### src/rtl/flag_ctrl.sv
// -----------------------------------------------------------------------------
// flag_ctrl
//
// Purpose:
//   Sequences one instruction at a time through the flag-update path of a small
//   CPU. ALU_F / CMP results are latched into flags_out and written to the flag
//   register with a one-cycle flag_write pulse. ALU_NF completes without writing.
//   BRANCH evaluates a condition code against the current flag register and
//   holds the decision on branch_taken until the next BRANCH completes.
//
//   Optional feature, selected by the macro FLAG_CTRL_STACK_EN:
//     a 2-entry LIFO flag stack. push saves stored_flags and pop restores the
//     top entry through the normal WRITE/DONE path. Misuse sets the sticky
//     stack_err. Without the macro, push/pop are ignored, no stack storage
//     exists and stack_err is tied low.
//
// Ports:
//   clk           rising-edge clock
//   rst           synchronous active-high reset
//   start         sequence one instruction (sampled in IDLE only)
//   op[1:0]       00 ALU_F, 01 ALU_NF, 10 CMP, 11 BRANCH
//   cond[2:0]     branch condition code (BRANCH only)
//   alu_flags     ALU flags {N,C,V,Z}
//   stored_flags  current flag register contents {N,C,V,Z}
//   push / pop    flag stack requests (IDLE only, start has priority)
//   flags_out     registered data for the flag register
//   flag_write    one-cycle flag register write enable
//   busy          high in every state except IDLE
//   done          one-cycle completion pulse
//   branch_taken  registered branch decision
//   stack_err     sticky stack misuse flag
// -----------------------------------------------------------------------------
module flag_ctrl (
    input  logic       clk,
    input  logic       rst,
    input  logic       start,
    input  logic [1:0] op,
    input  logic [2:0] cond,
    input  logic [3:0] alu_flags,
    input  logic [3:0] stored_flags,
    input  logic       push,
    input  logic       pop,
    output logic [3:0] flags_out,
    output logic       flag_write,
    output logic       busy,
    output logic       done,
    output logic       branch_taken,
    output logic       stack_err
);

    localparam logic [1:0] OP_ALU_F  = 2'b00;
    localparam logic [1:0] OP_ALU_NF = 2'b01;
    localparam logic [1:0] OP_CMP    = 2'b10;
    localparam logic [1:0] OP_BRANCH = 2'b11;

    typedef enum logic [2:0] {
        S_IDLE  = 3'd0,
        S_EXEC  = 3'd1,
        S_WRITE = 3'd2,
        S_EVAL  = 3'd3,
        S_DONE  = 3'd4
    } state_t;

    state_t     state_q;
    logic [1:0] op_q;
    logic [2:0] cond_q;
    logic       cond_true;

    // Condition evaluation against the live flag register (bit0=Z, bit1=V,
    // bit2=C, bit3=N); only consumed on the EVAL -> DONE edge.
    always_comb begin
        cond_true = 1'b0;
        case (cond_q)
            3'b000:  cond_true = 1'b1;
            3'b001:  cond_true = stored_flags[0];
            3'b010:  cond_true = ~stored_flags[0];
            3'b011:  cond_true = stored_flags[2];
            3'b100:  cond_true = ~stored_flags[2];
            3'b101:  cond_true = stored_flags[1];
            3'b110:  cond_true = stored_flags[3];
            default: cond_true = 1'b0;
        endcase
    end

`ifdef FLAG_CTRL_STACK_EN
    logic [3:0] stack_q [2];
    logic [1:0] depth_q;
    logic       stack_err_q;
    logic       stack_req;
    logic       push_ok;
    logic       pop_ok;
    logic       stack_bad;

    // Stack requests are only honoured in IDLE and lose to start.
    // Entry index: push writes slot depth[0]; the top entry sits in slot depth[1]
    // (depth 1 -> slot 0, depth 2 -> slot 1).
    always_comb begin
        stack_req = (state_q == S_IDLE) && !start;
        push_ok   = stack_req && push && !pop && (depth_q != 2'd2);
        pop_ok    = stack_req && pop && !push && (depth_q != 2'd0);
        stack_bad = stack_req && (push || pop) && !push_ok && !pop_ok;
    end

    assign stack_err = stack_err_q;
`else
    logic unused_stack_inputs;
    assign unused_stack_inputs = push ^ pop;
    assign stack_err = 1'b0;
`endif

    always_ff @(posedge clk) begin
        if (rst) begin
            state_q      <= S_IDLE;
            op_q         <= OP_ALU_F;
            cond_q       <= 3'b000;
            flags_out    <= 4'b0000;
            flag_write   <= 1'b0;
            busy         <= 1'b0;
            done         <= 1'b0;
            branch_taken <= 1'b0;
`ifdef FLAG_CTRL_STACK_EN
            depth_q      <= 2'd0;
            stack_err_q  <= 1'b0;
`endif
        end else begin
            // Pulsed outputs default low; states that need them re-assert.
            flag_write <= 1'b0;
            done       <= 1'b0;
            case (state_q)
                S_IDLE: begin
                    if (start) begin
                        op_q    <= op;
                        cond_q  <= cond;
                        busy    <= 1'b1;
                        state_q <= S_EXEC;
                    end
`ifdef FLAG_CTRL_STACK_EN
                    else if (pop_ok) begin
                        // Restore goes straight to WRITE, skipping EXEC.
                        flags_out  <= stack_q[depth_q[1]];
                        flag_write <= 1'b1;
                        busy       <= 1'b1;
                        depth_q    <= depth_q - 2'd1;
                        state_q    <= S_WRITE;
                    end else if (push_ok) begin
                        stack_q[depth_q[0]] <= stored_flags;
                        depth_q             <= depth_q + 2'd1;
                    end
                    if (stack_bad) begin
                        stack_err_q <= 1'b1;
                    end
`endif
                end
                S_EXEC: begin
                    case (op_q)
                        OP_ALU_F, OP_CMP: begin
                            flags_out  <= alu_flags;
                            flag_write <= 1'b1;
                            state_q    <= S_WRITE;
                        end
                        OP_ALU_NF: begin
                            done    <= 1'b1;
                            state_q <= S_DONE;
                        end
                        OP_BRANCH: begin
                            state_q <= S_EVAL;
                        end
                        default: begin
                            state_q <= S_IDLE;
                        end
                    endcase
                end
                S_WRITE: begin
                    done    <= 1'b1;
                    state_q <= S_DONE;
                end
                S_EVAL: begin
                    branch_taken <= cond_true;
                    done         <= 1'b1;
                    state_q      <= S_DONE;
                end
                S_DONE: begin
                    busy    <= 1'b0;
                    state_q <= S_IDLE;
                end
                default: begin
                    busy    <= 1'b0;
                    state_q <= S_IDLE;
                end
            endcase
        end
    end

endmodule

### config.mk
export PLATFORM = sky130hd
export DESIGN_NAME = flag_ctrl
export DESIGN_NICKNAME = d
export VERILOG_FILES = /design/src/rtl/flag_ctrl.sv
export SDC_FILE = /design/constraint.sdc
export NUM_CORES = 1
export LEC_CHECK = 0
export ABC_AREA = 1
export CELL_PAD_IN_SITES_DETAIL_PLACEMENT = 2
export CELL_PAD_IN_SITES_GLOBAL_PLACEMENT = 2
export CORE_AREA = 2 2 70 52
export DETAILED_ROUTE_END_ITERATION = 8
export DIE_AREA = 0 0 72 54
export GPL_TIMING_DRIVEN = 0
export PLACE_DENSITY_LB_ADDON = 0.3
export REMOVE_ABC_BUFFERS = 1
export SLEW_MARGIN = 10
export SYNTH_ARGS = -nofsm -noshare
export SYNTH_HDL_FRONTEND = slang
export SYNTH_SLANG_ARGS = --single-unit
### constraint.sdc
create_clock -name clk -period 2.5 [get_ports clk]
set_input_delay 0.5 -clock clk [delete_from_list [all_inputs] [get_ports clk]]
set_output_delay 0.5 -clock clk [all_outputs]
set_load 0.005 [all_outputs]
Yosys cells after proc, flatten, opt, wreduce, memory -nomap -nowiden

Index checks and enable logic that the tools add are counted.
W data, S select, Z words.

Shifts and indexed selects: 0
Multipliers: 0
Divide/modulo/power cells: 0
Add/sub/neg operators: 0
Bitwise logic cells: 4
Muxes and demuxes: 9
Reduce and logical (&&, ||, !) cells: 10
Magnitude comparators: 0
Eq/ne operators: 13

Operators with widths:

| operator             | count |
|---|---|
| $pmux W3 S3          | 2 |
| $eq A3 B2 Y1 const B | 4 |
| $eq A3 B3 Y1 const B | 3 |
| $pmux W1 S7          | 1 |
| $eq A3 B1 Y1 const B | 2 |
| $logic_not A3 Y1     | 2 |
| $reduce_and A2 Y1    | 3 |
| $reduce_or A2 Y1     | 3 |
| $eq A2 B2 Y1 const B | 2 |
| $not A1 Y1           | 4 |
| $pmux W1 S2          | 2 |
| $mux W1              | 3 |
| $mux W3              | 1 |
| $reduce_or A3 Y1     | 1 |
| $eq A2 B1 Y1 const B | 1 |
| $logic_not A2 Y1     | 1 |
| $ne A2 B2 Y1 const B | 1 |

Bits in registers: 16
Word-level logic and storage cells: 44
Latch bits: 0
Memories kept: 0
ROM bits: 0
Output and inout bits: 9
Input bits: 18
Memory bits (writable): 0

Longest topological paths before layout

Depth in word-level cells: 4
Depth in mapped cells: 7
Depth with buffers taken out: 7

Least setup slack after synthesis

No wires, ideal clock.

Path type: register to register
Start: reg state_q[2]
End: reg flags_out[0]
Path buffers: 0
Library setup time: 0.113 ns
Arrival: 0.882 ns
Stages on the path, launching flop included: 7
Required time: 2.387 ns
Clock period less this slack: 0.995 ns
Path slack: 1.505 ns
Cell sequence: dfxtp_1 inv_2 nand2_4 nor3_4 nand2_1 nand2_1 nor2_1

Cells in the longest elaborated chain, start to end: 2

Ends and longest elaborated chain:

| what                        | RTL line | RTL |
|---|---|---|
| start: declaration          | 64       | `state_t state_q;` |
| start signal: assignment    | 113      | `state_q <= S_IDLE;` |
| start signal: assignment    | 135      | `state_q <= S_EXEC;` |
| start signal: assignment    | 159      | `state_q <= S_WRITE;` |
| $eq A3 B1 Y1                | 129      | `case (state_q)` |
| $reduce_and A2 Y1 (no line) | -        |  |
| end signal: assignment      | 157      | `flags_out <= alu_flags;` |
| end: declaration            | 43       | `output logic [3:0] flags_out,` |

Every way passes these cells.
A chain may end at the register's enable or synchronous reset.

Final worst setup path

Start: reg flags_out[0]
End: out flags_out[0]

No word-level cell between the ends.

==> flow_results.org <==
** Outcome
- Outcome :: completed

** Critical path
- At the worst endpoint, the required time is 2000 ps.
- Depth of the most critical reg-to-reg path :: 6
- In this run the worst path has a maximum fanout of 2.
- On the critical path, the stage with the largest delay is an instance of sky130_fd_sc_hd__clkdlybuf4s50_1.
- Reg-to-reg critical path startpoint :: state_q[2]
- STA classifies the critical path startpoint as a register.
- The setup check on the worst reg-to-reg path leaves a slack of 1320 ps.
- The critical path is of the reg2out type.
- The largest single stage delay on the critical path is 500 ps.
- Origin of the worst setup path :: flags_out[0]
- For the worst setup path, the data arrival time is 1080 ps.
- Endpoint of the worst register-to-register path :: flags_out[2]
- Cell-by-cell trace of the critical path :: clkdlybuf4s50_1
- STA classifies the critical path endpoint as an output pin.
- Bufs and invs on worst path :: 1
- Destination of the critical timing path :: flags_out[0]
- Among cell families on the critical path, the largest total delay comes from buffers and inverters.
- In this run the number of cells on the critical path is 1.

** Global routing
- The first global-routing pass estimated 3.04 mm of wire.
- Entering global routing, the biggest net connects 11 pins.
- Summed over all layers, the global routing overflow is 0.
- The number of antenna violations at the first check in global routing came to 0.
- Vias in the first global route :: 715
- Overall fraction of global-route tracks in use :: 10.4%

** Timing
- Setup TNS :: 0 ps
- Final number of setup-violating endpoints :: 0
- Fmax :: 634 MHz
- The routed design could run at a clock period as short as 1580 ps.
- Final Cycle Share :: 63.1%
- Unrepaired setup endpoints after global routing :: no
- Setup Skew :: 2.70 ps
- Total count of max-transition violations in the final report :: 0
- Final hold viol count :: 0

** Detailed routing
- First-iteration detailed-routing DRC count :: 12
- In the routed design, unresolved DRC markers number 0.
- Summed over all nets, wire length on met3 after detailed routing comes to 78 µm.
- Post-route ant nets :: 0
- Post-detailed-route via-to-cell ratio :: 4.26
- Detailed-route via count :: 711
- Detailed routing placed a total of 922 µm of wire on met2.
- Highest metal layer with signal wires :: met4
- In the final routing, the length of wire on met1 measures 804 µm.
- Post-detailed-routing wire length :: 1.82 mm
- Number of search-and-repair iterations in the first detailed-routing pass :: 2
- After detailed routing, the average wire length per cell comes to 10.9 µm.

** Yosys
- Synth top area cells :: sky130_fd_sc_hd__dfxtp_1, sky130_fd_sc_hd__nand2_1, sky130_fd_sc_hd__nor2_1
- Proportion of netlist area held by the largest area contributor :: 45.1%
- The synthesized netlist occupies a cell area of 711 µm².
- The cell count after synthesis came out at 102.
- Post-synthesis sequential element count :: 16
- The biggest area contributor in the post-synthesis netlist is sky130_fd_sc_hd__dfxtp_1.
- Avg Synthesized Cell Area :: 6.97 µm²
- Portion of the post-synthesis area used by sequential elements :: 45.1%
- During synthesis, Yosys emitted a total of 0 warnings.
- Number of different library cells in the post-synthesis netlist :: 17

** Flow run
- Across the run, the number of max-cap violations was 0.

** Cells and area
- Syn-to-layout area delta :: 44.2%
- Share of post-route cells with drive strength above 1 :: 6.30%
- Once layout is complete, the utilization of the core stands at 31.0%.
- Final Net Count :: 147
- Most common cell after layout, fill and taps aside :: sky130_fd_sc_hd__nand2_1
- Most used cells in the layout excluding fill and tap cells :: sky130_fd_sc_hd__nand2_1, sky130_fd_sc_hd__clkdlybuf4s50_1, sky130_fd_sc_hd__nor2_1
- The repair_antennas step left the layout with diodes totalling 0.
- After filler insertion, the fill cell instance count of the layout stands at 391.

** Floorplan
- After floorplanning, the core was sized to cover 0.00331 mm².
- Pin placement for this block handled 27 I/O pins.
- Die Ht :: 54 µm
- Row generation in the floorplan step produced 18 rows.
- Die width :: 72 µm
- Effective utilization at floorplan :: 21.5%
- The die covers 0.00389 mm².

** Place
- Routability-driven placement congestion ratio :: 0.684
- Detailed placement finished with a half-perimeter wire length of 1.43 mm.
- In this run the tool buffered the top-level ports with 23 buffer cells.

** Power and ir drop
- Dividing total power by cell area gives a power density of 657 mW/mm².
- The worst-case IR drop observed on VDD is 0.244 mV.
- The analysis attributes to cell leakage a power of 0.451 nW.

** CTS
- After clock tree synthesis, the clock-pin slew on the worst setup and hold paths is 60 ps.
- Clk_lat worst skew :: 240 ps
- In this run, CTS created clock tree buffers numbering 3.
- The cell sitting at the root of the clock tree is a sky130_fd_sc_hd__clkbuf_8.
- Number of H-tree branching levels :: 1
- The tree built by TritonCTS fans out to 16 sinks.
- # Post-CTS Setup Buffers :: 0
- In this run, post-CTS repair resized a total of 0 instances.
- TritonCTS built the clock tree.
- Hold buffer count at cts :: 0
- Max Buffers Root-to-Sink :: 2

** Min path
- The path class of the tightest hold or removal check is reg2reg.
==> synthesized netlist by cell type <==
| master | n |
|---|---|
| sky130_fd_sc_hd__nand2_1 | 33 |
| sky130_fd_sc_hd__nor2_1 | 22 |
| sky130_fd_sc_hd__dfxtp_1 | 16 |
| sky130_fd_sc_hd__inv_1 | 10 |
| sky130_fd_sc_hd__a21oi_1 | 4 |
| sky130_fd_sc_hd__nor4_1 | 4 |
| sky130_fd_sc_hd__nand3_1 | 2 |
| sky130_fd_sc_hd__o21ai_0 | 2 |
| sky130_fd_sc_hd__buf_4 | 1 |
| sky130_fd_sc_hd__clkinv_1 | 1 |
| sky130_fd_sc_hd__conb_1 | 1 |
| sky130_fd_sc_hd__inv_2 | 1 |
| sky130_fd_sc_hd__nand2_4 | 1 |
| sky130_fd_sc_hd__nand3_4 | 1 |
| sky130_fd_sc_hd__nand4_1 | 1 |
| sky130_fd_sc_hd__nor2_4 | 1 |
| sky130_fd_sc_hd__nor3_4 | 1 |
==> routing by layer <==
metal / up-vias / track usage, %
li1: 368 / -
met1: 326 / 11.2
met2: 15 / 19.6
met3: 2 / 3.37
met4: 0 / 3.77
met5: - / 0
==> kinds of logic (layout without fill, tap and decap cells) <==
group	Yosys count	after routing	share of synthesized area, %
AOI/OAI and AO/OA	6	6	4.23
buffers and inverters	13	38	7.39
DFF	16	16	45.1
other	1	1	0.528
and+or+nand+nor	66	66	42.8
==> state kept, by name (all words and copies together) (netlist names) <==
name          flops
branch_taken      1
done              1
busy              1
state_q           3
op_q              2
cond_q            3
flags_out         4
flag_write        1
==> stage by stage <==
stage | cells | setup slack, ps | hold slack (ps) | cell area, µm² | power (mW)
after floorplan | 101 | 1500 | 449 | 703 | 0.410
after global placement | 164 | 684 | 457 | 983 | 0.486
after detailed placement | 164 | 661 | 466 | 983 | 0.494
after CTS | 167 | 905 | 475 | 1020 | 0.689
after global routing | 167 | 812 | 512 | 1020 | 0.729
final | 167 | 922 | 470 | 1020 | 0.673
==> worst min path at each step <==
| stage | start | end | slack, ps | cells after the start |
|---|---|---|---|---|
| floorplan | op_q[1] | op_q[1] | 450 | 2 |
| global placement | busy | busy | 460 | 2 |
| detailed placement | busy | busy | 470 | 2 |
| CTS | busy | busy | 480 | 2 |
| global route | busy | busy | 510 | 2 |
| finish | busy | busy | 470 | 2 |
==> final cells by class <==
class	count	area (µm²)	share of cell area, %
flip-flops and latches	16	320	31.3
well taps	40	50.0	4.88
clock buffers	3	41.3	4.03
repair buffers	23	230	22.5
multi-input cells	73	338	33.0
inverters	12	45.0	4.40
==> power breakdown <==
| group | internal [mW] | switching, mW |
|---|---|---|
| sequential | 0.286 | 0.0274 |
| combinational | 0.0851 | 0.0858 |
| clock | 0.107 | 0.0817 |
No activity file was read; power rests on OpenSTA's default activity.
